### src/rtl/flag_collector.sv
// Collects per-line set strobes into a pending vector and presents the lowest
// unmasked pending index through a valid/ready handshake, tracking overruns.
//
// state | meaning
// IDLE  | nothing presented; scans pending & mask for the lowest set index
// HOLD  | out_idx presented with out_valid=1 until out_ready is sampled high
module flag_collector #(
    parameter int F_WID = 6,
    parameter int A_WID = $clog2(F_WID)
) (
    input  logic             clk,
    input  logic             rst_n,
    input  logic [F_WID-1:0] set_vec,
    input  logic [F_WID-1:0] mask,
    input  logic             clr_ovr,
    output logic             out_valid,
    output logic [A_WID-1:0] out_idx,
    input  logic             out_ready,
    output logic [F_WID-1:0] pending,
    output logic [F_WID-1:0] overrun
);

    typedef enum logic {
        IDLE = 1'b0,
        HOLD = 1'b1
    } state_t;

    state_t           state_q, state_d;
    logic [F_WID-1:0] pending_q, pending_d;
    logic [F_WID-1:0] overrun_q, overrun_d;
    logic [A_WID-1:0] idx_q, idx_d;
    logic [F_WID-1:0] req_vec;
    logic [F_WID-1:0] clr_vec;
    logic [F_WID-1:0] ovr_set;
    logic [A_WID-1:0] low_idx;
    logic             any_req;
    logic             accept;
    logic             load_idx;

    // Downward scan so the last match written is the lowest index.
    always_comb begin
        req_vec = pending_q & mask;
        any_req = |req_vec;
        low_idx = '0;
        for (int i = F_WID - 1; i >= 0; i--) begin
            if (req_vec[i]) low_idx = A_WID'(i);
        end
    end

    always_comb begin
        accept  = (state_q == HOLD) && out_ready;
        clr_vec = '0;
        for (int i = 0; i < F_WID; i++) begin
            clr_vec[i] = accept && (idx_q == A_WID'(i));
        end
    end

    // A set coinciding with acceptance counts as a fresh event, not an overrun.
    always_comb begin
        ovr_set   = set_vec & pending_q & ~clr_vec;
        pending_d = (pending_q & ~clr_vec) | set_vec;
        overrun_d = clr_ovr ? ovr_set : (overrun_q | ovr_set);
    end

    always_ff @(posedge clk or negedge rst_n) begin
        if (!rst_n) begin
            pending_q <= '0;
            overrun_q <= '0;
            idx_q     <= '0;
        end else begin
            pending_q <= pending_d;
            overrun_q <= overrun_d;
            idx_q     <= idx_d;
        end
    end

    always_ff @(posedge clk or negedge rst_n) begin
        if (!rst_n) begin
            state_q <= IDLE;
        end else begin
            state_q <= state_d;
        end
    end

    always_comb begin
        state_d = state_q;
        case (state_q)
            IDLE:    if (any_req) state_d = HOLD;
            HOLD:    if (out_ready) state_d = IDLE;
            default: state_d = IDLE;
        endcase
    end

    always_comb begin
        out_valid = (state_q == HOLD);
        load_idx  = (state_q == IDLE) && any_req;
        idx_d     = load_idx ? low_idx : idx_q;
    end

    assign out_idx = idx_q;
    assign pending = pending_q;
    assign overrun = overrun_q;

endmodule

### config.mk
export PLATFORM = sky130hd
export DESIGN_NAME = flag_collector
export DESIGN_NICKNAME = d
export VERILOG_FILES = /design/src/rtl/flag_collector.sv
export SDC_FILE = /design/constraint.sdc
export NUM_CORES = 1
export LEC_CHECK = 0
export ABC_AREA = 1
export ABC_CLOCK_PERIOD_IN_PS = 950
export BUFFER_PORTS_ARGS = -buffer_cell sky130_fd_sc_hd__buf_4
export CAP_MARGIN = 20
export CORE_MARGIN = 5
export CORE_UTILIZATION = 40
export CTS_CLUSTER_SIZE = 16
export DETAILED_ROUTE_END_ITERATION = 7
export PLACE_DENSITY_LB_ADDON = 0.25
export SYNTH_ARGS = -nofsm -noshare
export SYNTH_HDL_FRONTEND = slang
export SYNTH_SLANG_ARGS = --single-unit
### constraint.sdc
create_clock -name clk -period 0.95 [get_ports clk]
set_clock_uncertainty 0.05 [all_clocks]
set_input_delay 0.1425 -clock clk [delete_from_list [all_inputs] [get_ports clk]]
set_output_delay 0.1425 -clock clk [all_outputs]
set_load 0.005 [all_outputs]
==> out/metrics.cfg <==
[critical_path]
crit_required_ps=760
worstSetupPathType=flip-flop to output pin
end_kind=output pin
crit_fanout=3
cp.arrival_ps=960
reg2reg_slack_ps=-180
crit_path_start_kind=flip-flop

[yosys]
synth_cells=86
synth_top_area_cell=dfrtp_1
ys_seq_area_share_pct=55.4
synth_cell_types=18
synth_top_cell_area_share_pct=55.4
synth-seq-cells=16
syn-num-nets=102
synthTopCellsByArea=dfrtp_1 55%, nand2_1 15%, inv_1 7.8%, o22ai_1 4.3%, nand3_1 2.8%
ys_warn_count=0
syn_area_um2=723
synth.avg_cell_area_um2=8.41

[finish]
drive_above_1_share_pct=55.3
fin_area_mm2=0.00142
diodes=0
synthToLayoutAreaGrowth_pct=96.0
finalNonFillerCells=175
final_nets=167
final_core_util_pct=82.1

[timing]
clock.fmax_mhz=870
max_slew_margin_pct=85.8
whs_ps=6.96
tightestPinTransition_ps=213
period_share_pct=121
slew_viol_final=0
finalSetupViolations=32
rsz0062_at_grt=true
setup_slack_ps=-200
fin_crit_ps=1150
finalHoldViolCount=0

[detailed_routing]
firstDrtPassIters=4
via_per_inst=4.65
postRouteAntennaNets=0
first_iter_violations=8
wl_um=2240
wl_per_cell_um=12.8
drc=0
vias=813

[status]
violations=setup timing
outcome=complete, but fails checks

[place]
placed_cells=156
dp_hpwl_um=1450
port_buffers=31
place.gp.congestion=0.760
dpl_cell_area_mm2=0.00110
place_ws_ps=-134

[power_and_ir_drop]
ir_drop_uv=1620
power_density_mw_per_mm2=2260
p_int_w=0.00209
pwr-share-comb_pct=54.5
p_clk_share_pct=14.2
power.switching_w=0.00112
sequentialPowerShare_pct=31.4
swShare_pct=34.8
leakagePower_nw=0.741

[grt]
overflow=0
grt_pass1_vias=791
grt_first_pass_wirelength_um=3300
antenna_found_initial=0
grt_max_degree=17
grt_usage_pct=16.5

[cts]
clk_path_buf_depth=2
h-tree-depth=1
cts_buffers=3
clkLatencyLatePin_ps=290
cts_tree=built
cts.clk_slew.worst_paths_ps=90
cts.sinks=16
cts_root_buffer=clkbuf_4

[floorplan]
rows=15
die_height_um=52.5
die_x_um=52.5
core_mm2=0.00173
start_util_pct=41.9
die-area_mm2=0.00276
ios=32

[flow_run]
max_cap_violations=0

[min_path]
hp-class=input port to flip-flop

## state kept, by name, indices dropped and copies added, names as in the netlist
name,flops
out_valid,1
pending,6
overrun,6
out_idx,3
## stage by stage
step	power (W)	TNS, ps
5_1_grt	0.00341	-5490
2_1_floorplan	0.00145	-246
3_5_place_dp	0.00212	-1030
3_3_place_gp	0.00209	-683
4_1_cts	0.00308	-3590
6_report	0.00320	-3960
## cell usage after synthesis
library cell	count
a21boi_1	1
o21ai_2	1
nor2_2	2
nor2_1	2
or2_1	1
a31oi_1	1
dfrtp_1	16
inv_1	15
nand2_4	1
nand3_1	4
o21ai_0	2
inv_2	1
o22ai_1	5
nand2_1	28
o21ai_1	2
nand2_2	2
nand3b_1	1
nand4_1	1
## cell families (layout without fill, tap and decap cells)
kind of cell / after synthesis / count (layout) / synth area share (%)
AOI/OAI and AO/OA: 12 / 12 / 10.2
DFF: 16 / 16 / 55.4
buffers and inverters: 16 / 80 / 8.30
and+or+nand+nor: 42 / 42 / 26.1
## routing by layer
| metal | wire, um | global-route usage [%] | up-vias |
|---|---|---|---|
| li1 | - | - | 401 |
| met1 | 943 | 19.5 | 377 |
| met2 | 1150 | 27.9 | 31 |
| met3 | 130 | 4.84 | 4 |
| met4 | 22 | 5.96 | 0 |
| met5 | 0 | 0 | - |
## power groups by stage
stage	logic (W)	clock network [W]	registers, W
3_5_place_dp	0.00111	0	0.00101
4_1_cts	0.00163	0.000463	0.000993
6_report	0.00175	0.000454	0.00100
3_3_place_gp	0.00109	0	0.000998
5_1_grt	0.00189	0.000496	0.00103
2_1_floorplan	0.000417	0	0.00103
## cells in the final DEF (no fill, tap or decap), drive strengths merged
cell type,n
a21boi,1
buf,55
dlygate4sd3,5
nand4,1
or2,1
o22ai,5
clkbuf,4
nand3b,1
dfrtp,16
nand2,31
inv,16
nand3,4
a31oi,1
nor2,4
o21ai,5
## final timing paths
kind,start,to,cells after the start
max reg2reg,out_idx[0],overrun[4],5
max in group asynchronous,rst_n,out_idx[1],2
min,set_vec[3],pending[3],3
max,out_idx[0],out_idx[0],2
min in group asynchronous,rst_n,pending[2],2
min reg2reg,overrun[5],overrun[5],2
## critical path: stages, from the launching register on
cell,delay (ps)
dfrtp_1,430
buf_6,140
buf_6,100
## timing repair
item                       CTS  global route
gates resized for setup     37            10
hold endpoints to repair    20             0
setup endpoints to repair   32            32
buffers inserted             7             4
hold buffers                 5             0
pin swaps                    3             6
## cell type report
| cell class | count | area (um2) |
|---|---|---|
| Multi-Input combinational cell | 54 | 325 |
| Timing Repair Buffer | 60 | 564 |
| Fill cell | 111 | 309 |
| Tap cell | 25 | 31.3 |
| Clock buffer | 4 | 36.3 |
| Inverter | 16 | 60.1 |
| Sequential cell | 16 | 400 |
(Power assumes the default switching activity.)
